### src/rtl/color_judge_pkg.sv
// Shared types, widths and the platform slot-extract helper for the colour judge.
package color_judge_pkg;

    localparam int unsigned COLOR_W   = 3;
    localparam int unsigned NUM_PLATS = 4;
    localparam int unsigned PLATS_W   = COLOR_W * NUM_PLATS;
    localparam int unsigned SLOT_W    = $clog2(NUM_PLATS);

    typedef enum logic [2:0] {
        IDLE,
        ARM,
        WAIT_LAND,
        JUDGE,
        OVER
    } state_t;

    // Colour of platform slot k, held in bits [3k+2:3k].
    function automatic logic [COLOR_W-1:0] slot_color(
        input logic [PLATS_W-1:0] plats,
        input logic [SLOT_W-1:0]  slot
    );
        logic [COLOR_W-1:0] c;
        c = '0;
        for (int unsigned k = 0; k < NUM_PLATS; k++) begin
            if (slot == SLOT_W'(k)) begin
                c = plats[k*COLOR_W +: COLOR_W];
            end
        end
        return c;
    endfunction

endpackage

### src/rtl/color_match_judge_slot_match.sv
// Combinational per-slot colour equality plus an any-slot flag.
module color_slot_match
    import color_judge_pkg::*;
(
    input  logic [COLOR_W-1:0]   color,
    input  logic [PLATS_W-1:0]   plats,
    output logic [NUM_PLATS-1:0] match_c,
    output logic                 any_match_c
);

    always_comb begin
        match_c = '0;
        for (int unsigned k = 0; k < NUM_PLATS; k++) begin
            match_c[k] = (slot_color(plats, SLOT_W'(k)) == color);
        end
    end

    assign any_match_c = |match_c;

endmodule

### src/rtl/color_match_judge.sv
// Round controller: latches colours (guaranteeing a reachable ball colour), waits for
// a landing or timeout, and keeps score, lives and game-over.
module color_match_judge
    import color_judge_pkg::*;
#(
    parameter int unsigned SCORE_W        = 8,
    parameter int unsigned LIVES_INIT     = 3,
    parameter int unsigned TIMEOUT_CYCLES = 50000000,
    parameter int unsigned TO_W           = 26,
    parameter int unsigned RETRY_MAX      = 4
) (
    input  logic               clk,
    input  logic               resetn,
    input  logic [COLOR_W-1:0] new_color_ball,
    input  logic [PLATS_W-1:0] new_color_plats,
    input  logic               round_start,
    input  logic               land_valid,
    input  logic [SLOT_W-1:0]  land_pos,
    output logic [COLOR_W-1:0] ball_color,
    output logic [PLATS_W-1:0] plat_colors,
    output logic               colors_valid,
    output logic               hit,
    output logic               miss,
    output logic [SCORE_W-1:0] score,
    output logic [1:0]         lives,
    output logic               game_over,
    output logic               busy
);

    localparam int unsigned        RETRY_W    = $clog2(RETRY_MAX) + 1;
    localparam logic [RETRY_W-1:0] RETRY_LAST = RETRY_W'(RETRY_MAX - 1);
    localparam logic [TO_W-1:0]    TO_LAST    = TO_W'(TIMEOUT_CYCLES - 1);
    localparam logic [SCORE_W-1:0] SCORE_MAX  = '1;

    state_t               state;
    logic [RETRY_W-1:0]   retry_cnt;
    logic [TO_W-1:0]      to_cnt;
    logic [SLOT_W-1:0]    pos;

    logic [COLOR_W-1:0]   color_sel_c;
    logic [PLATS_W-1:0]   plats_sel_c;
    logic [NUM_PLATS-1:0] match_c;
    logic                 any_match_c;
    logic [1:0]           lives_dec_c;
    logic                 last_life_c;

    // One matcher serves both ARM (live inputs) and JUDGE (latched colours).
    assign color_sel_c = (state == JUDGE) ? ball_color  : new_color_ball;
    assign plats_sel_c = (state == JUDGE) ? plat_colors : new_color_plats;

    color_slot_match u_match (
        .color       (color_sel_c),
        .plats       (plats_sel_c),
        .match_c     (match_c),
        .any_match_c (any_match_c)
    );

    assign lives_dec_c = (lives == 2'd0) ? 2'd0 : lives - 2'd1;
    assign last_life_c = (lives <= 2'd1);

    always_ff @(posedge clk) begin
        if (!resetn) begin
            state        <= IDLE;
            ball_color   <= '0;
            plat_colors  <= '0;
            colors_valid <= 1'b0;
            hit          <= 1'b0;
            miss         <= 1'b0;
            score        <= '0;
            lives        <= 2'(LIVES_INIT);
            game_over    <= 1'b0;
            busy         <= 1'b0;
            retry_cnt    <= '0;
            to_cnt       <= '0;
            pos          <= '0;
        end else begin
            hit  <= 1'b0;
            miss <= 1'b0;
            case (state)
                IDLE: begin
                    if (round_start) begin
                        state     <= ARM;
                        busy      <= 1'b1;
                        retry_cnt <= '0;
                    end
                end
                ARM: begin
                    ball_color  <= new_color_ball;
                    plat_colors <= new_color_plats;
                    retry_cnt   <= retry_cnt + RETRY_W'(1);
                    if (any_match_c) begin
                        state        <= WAIT_LAND;
                        colors_valid <= 1'b1;
                        to_cnt       <= '0;
                    end else if (retry_cnt == RETRY_LAST) begin
                        // Out of retries: force the ball colour onto slot 0.
                        plat_colors  <= {new_color_plats[PLATS_W-1:COLOR_W], new_color_ball};
                        state        <= WAIT_LAND;
                        colors_valid <= 1'b1;
                        to_cnt       <= '0;
                    end
                end
                WAIT_LAND: begin
                    to_cnt <= to_cnt + TO_W'(1);
                    if (land_valid) begin
                        pos   <= land_pos;
                        state <= JUDGE;
                    end else if (to_cnt == TO_LAST) begin
                        miss         <= 1'b1;
                        lives        <= lives_dec_c;
                        colors_valid <= 1'b0;
                        busy         <= 1'b0;
                        game_over    <= last_life_c;
                        state        <= last_life_c ? OVER : IDLE;
                    end
                end
                JUDGE: begin
                    colors_valid <= 1'b0;
                    busy         <= 1'b0;
                    if (match_c[pos]) begin
                        hit   <= 1'b1;
                        state <= IDLE;
                        if (score != SCORE_MAX) begin
                            score <= score + SCORE_W'(1);
                        end
                    end else begin
                        miss      <= 1'b1;
                        lives     <= lives_dec_c;
                        game_over <= last_life_c;
                        state     <= last_life_c ? OVER : IDLE;
                    end
                end
                OVER: begin
                    game_over <= 1'b1;
                    busy      <= 1'b0;
                end
                default: begin
                    state <= IDLE;
                    busy  <= 1'b0;
                end
            endcase
        end
    end

endmodule

### config.mk
export PLATFORM = sky130hd
export DESIGN_NAME = color_match_judge
export DESIGN_NICKNAME = d
export VERILOG_FILES = /design/src/rtl/color_judge_pkg.sv /design/src/rtl/color_match_judge_slot_match.sv /design/src/rtl/color_match_judge.sv
export SDC_FILE = /design/constraint.sdc
export NUM_CORES = 1
export LEC_CHECK = 0
export ABC_AREA = 1
export ABC_CLOCK_PERIOD_IN_PS = 3000
export CORE_MARGIN = 3
export CORE_UTILIZATION = 55
export CTS_BUF_LIST = sky130_fd_sc_hd__clkbuf_8 sky130_fd_sc_hd__clkbuf_16
export CTS_CLUSTER_DIAMETER = 80
export DETAILED_ROUTE_END_ITERATION = 10
export PLACE_DENSITY = 0.84
export REMOVE_ABC_BUFFERS = 1
export SYNTH_ARGS = -nofsm -noshare
export SYNTH_HDL_FRONTEND = slang
export SYNTH_HIERARCHICAL = 1
export SYNTH_SLANG_ARGS = --single-unit
export TNS_END_PERCENT = 20
### constraint.sdc
create_clock -name clk -period 3 [get_ports clk]
set_clock_uncertainty 0.05 [all_clocks]
set_input_delay 0.3 -clock clk [delete_from_list [all_inputs] [get_ports clk]]
set_output_delay 0.3 -clock clk [all_outputs]
set_load 0.01 [all_outputs]
==> impl_table.tex <==
\begin{tabular}{lr}
\hline
Metric & Value \\
\hline
\multicolumn{2}{l}{\textbf{Global routing}} \\
Overall overflow remaining after global route & 0 \\
Antenna violations before repair & 0 \\
Largest net degree at the start of global routing & 48 \\
GR Util All Layers & about a quarter \\
Vias in the first global route & approximately 3800 \\
Wire length of the first global-routing pass & between 15000 and 20000 um \\
\multicolumn{2}{l}{\textbf{Yosys}} \\
Synthesized netlist cell count & 600 \\
Commonest cells in the synthesized netlist & 173 x nand2\_1, 90 x inv\_1, 64 x dfxtp\_1 \\
Post-synth top area share & between 30\% and 40\% \\
Async S/R FF share, synth & 0\% \\
Synth cell types & 40 \\
Leading area contributor after synthesis & dfxtp\_1 \\
Yosys Warn Count & 6 \\
Commonest register cell after synthesis & dfxtp\_1 \\
Syn Area/Cell & 6.24 um2 \\
Synth area leaders & dfxtp\_1 34\%, nand2\_1 17\%, inv\_1 9.0\% \\
Number of synthesized register bits & 64 \\
Most frequent cell after synthesis & nand2\_1 \\
Part of the Yosys area used for sequential elements & roughly 34\% \\
Post-synth EDFFs & 0 \\
Netlist Area Pre-Place & between 3000 and 4000 um2 \\
\multicolumn{2}{l}{\textbf{Floorplanning}} \\
Initial Utilization & a little under 60\% \\
Chip width & between 80 and 90 um \\
Die outline height & approximately 88 um \\
Die Footprint & 7830 um2 \\
Number of top-level pins & just over 50 \\
Number of rows in the core area & 29 \\
Floorplan core area & between 6000 and 7000 um2 \\
\multicolumn{2}{l}{\textbf{Route}} \\
Overall routed net length & 9610 um \\
Final routed DRC violation total & 0 \\
Wire per inst & roughly 13 um \\
Final antenna-violating net count & 0 \\
Number of violations reported at the end of detailed-routing iteration 0 & about 180 \\
Vias post-DR & around 4000 \\
Detailed Routing Iterations Pass 1 & 5 \\
Detailed-route vias per instance & 5.40 \\
\multicolumn{2}{l}{\textbf{Critical path}} \\
Startpoint Class & flop \\
Family of cells with the greatest summed delay on the critical path & simple AND/OR/NAND/NOR gates \\
Worst setup path class & flop to flop \\
Maximum single-stage delay on the critical path & between 300 and 400 ps \\
Crit path required time & $\sim$3200 ps \\
Critical path buffers and inverters & 7 \\
Cell at the slowest stage of the critical path & dfxtp\_1 \\
Worst Path Max Fanout & 27 \\
Sequence of cells on the critical path & inv\_1 > nand2\_1 > nor2\_4 > inv\_4 > nand2\_1 > o21ai\_1 > buf\_4 > xnor2\_1 > nand3\_1 > nand2\_1 > inv\_1 > nand2\_1 > nor2\_2 > nor2\_4 > clkinvlp\_4 > buf\_4 > nand2\_1 > nand2\_1 > inv\_1 > nor2\_1 \\
Critical path endpoint category & flop \\
Worst endpoint data arrival time & around 3000 ps \\
Most used cell along the critical path & nand2\_1 \\
\multicolumn{2}{l}{\textbf{Clock network}} \\
TritonCTS clock tree & yes \\
Skew-Pair Late Insertion Delay & 350 ps \\
Max Buffers Root-to-Sink & 2 \\
Clk root buf & clkbuf\_8 \\
Number of levels the H-tree was split into & 3 \\
Sink Count & between 60 and 70 \\
Hold\_buf cts & 0 \\
Clock transition at the registers of the reported paths & around 70 ps \\
Total CTS buffers & 9 \\
\multicolumn{2}{l}{\textbf{STA}} \\
RSZ-0062 raised after global routing & no \\
Ratio of final minimum period to clock period & between 90\% and 100\% \\
Fin crit period & 2760 ps \\
Tightest Pin Transition & between 500 and 600 ps \\
Number of endpoints failing setup at the final stage & 0 \\
Max Fclk & about 360 MHz \\
Number of failing hold endpoints at the final stage & 0 \\
Hold slack final & a little over 400 ps \\
Sum Neg Setup Slack & 0 ps \\
Slew HR & slightly above 60\% \\
Max-slew violation count & 0 \\
\multicolumn{2}{l}{\textbf{Placement}} \\
Number of port buffers & 50 \\
Placed Cells & between 700 and 800 \\
Cell area after placement & between 4000 and 5000 um2 \\
Routability congestion estimate from global placement & roughly 0.9 \\
Post-DP HPWL & 6710 um \\
\multicolumn{2}{l}{\textbf{Final layout}} \\
Fillers & 560 \\
Sequential cell area & 1280 um2 \\
Fraction of final layout cells with drive strength greater than 1 & 7.40\% \\
Ant. Diodes & 0 \\
Number of non-filler instances in the completed layout & 739 \\
Multi-input logic area & 2030 um2 \\
Total non-filler cell area in the finished layout & approximately 4600 um2 \\
Layout area overhead & 22.1\% \\
Final net count & 682 \\
Share of the core filled with cells in the final layout & between 70\% and 80\% \\
\multicolumn{2}{l}{\textbf{Pwr}} \\
Peak ir drop on the vdd network & a little over 0.4 mV \\
PwrDens & $\sim$600 nW/um2 \\
Reported leakage power & 1.87 nW \\
\multicolumn{2}{l}{\textbf{Job}} \\
Max-Cap Viols & 0 \\
\multicolumn{2}{l}{\textbf{Outcome}} \\
Outcome & finished clean \\
\multicolumn{2}{l}{\textbf{Hold path}} \\
Worst min-delay path category & flop to flop \\
\hline
\end{tabular}
-- area by class of cell --
type,instances,area share [%]
Clock buffer,11,3.31
Sequential cell,64,28.0
Tap cell,77,2.11
Inverter,93,7.78
Multi-Input combinational cell,426,44.5
Timing Repair Buffer,63,13.1
Clock inverter,5,1.20
-- sequential cells by signal (all words and copies together) (netlist names) --
register / count
ball_color: 3
busy: 1
colors_valid: 1
game_over: 1
hit: 1
lives: 2
miss: 1
plat_colors: 12
pos: 2
retry_cnt: 3
score: 8
state: 3
to_cnt: 26
-- repair_timing --
item	4_1_cts	5_1_grt
resized for setup	0	8
buffers inserted	0	5
setup endpoints to repair	0	29
-- cell families after synthesis --
logic type	Yosys count	share of synthesized area, %
adder cells (fa/ha/maj)	4	1.34
AND/OR/NAND/NOR	309	35.8
buffers and inverters	110	11.8
XOR/XNOR	5	1.17
flip-flops	64	34.2
AO/OA/AOI/OAI	108	15.6
-- worst register-to-register path: stages, from the launching register on --
cell        delay [ps]
dfxtp_1            310
inv_1              120
nand2_1            120
nor2_4             140
inv_4              120
nand2_1             80
o21ai_1             80
buf_4              160
xnor2_1            180
nand3_1            120
nand2_1             80
inv_1               40
nand2_1            150
nor2_2              90
nor2_4             220
clkinvlp_4         230
buf_4              200
nand2_1             60
nand2_1             50
inv_1               40
nor2_1              30
-- per-layer routing --
layer | vias to the layer above | global-route usage (%) | part of all wire, %
li1 | 2024 | - | -
met4 | 0 | 11.4 | 2.3
met2 | 123 | 45.9 | 49
met3 | 22 | 4.28 | 4.8
met5 | - | 0 | 0
met1 | 1821 | 30.8 | 43
-- worst paths after layout --
path	cells after the start	end	from	slack [ps]
worst max-delay path	20	to_cnt[22]	state[2]	240
worst min-delay path	1	retry_cnt[0]	retry_cnt[0]	410
worst max register to register	20	to_cnt[22]	state[2]	240
worst min register to register	1	retry_cnt[0]	retry_cnt[0]	410
-- stage by stage --
stage	worst slack [ps]	power, mW
global route	1.62	2.92
finish	238	2.76
global placement	275	1.92
detailed placement	112	1.94
floorplan	302	1.55
CTS	43.3	2.72
-- report_power, final --
group / total [mW] / internal [mW] / switching (mW)
logic: 0.921 / 0.393 / 0.528
clock network: 0.784 / 0.426 / 0.358
registers: 1.05 / 0.973 / 0.0791
total: 2.76 / 1.79 / 0.965
-- placed cells by master, fill, tap and decap left out, types with 2 or more instances in the layout --
master           count
a21oi_1             37
dfxtp_1             64
a31oi_1              5
nand2_2              3
nand3_2              3
clkdlybuf4s50_1     50
nor3_4               2
a221oi_1             2
buf_4               13
inv_1               89
o21ai_1              2
xnor2_1              5
nor3b_1              2
nor2_4               5
nand2_1            173
a211oi_1             3
nor2_2               2
nor2_1              59
clkinvlp_4           3
ha_1                 4
clkinv_2             2
clkbuf_8            11
nand3_1             39
clkinv_1             2
nand4_1              6
a22oi_1              2
nor3_1              11
o21ai_0             51
Power figures use the tool's default switching activity.
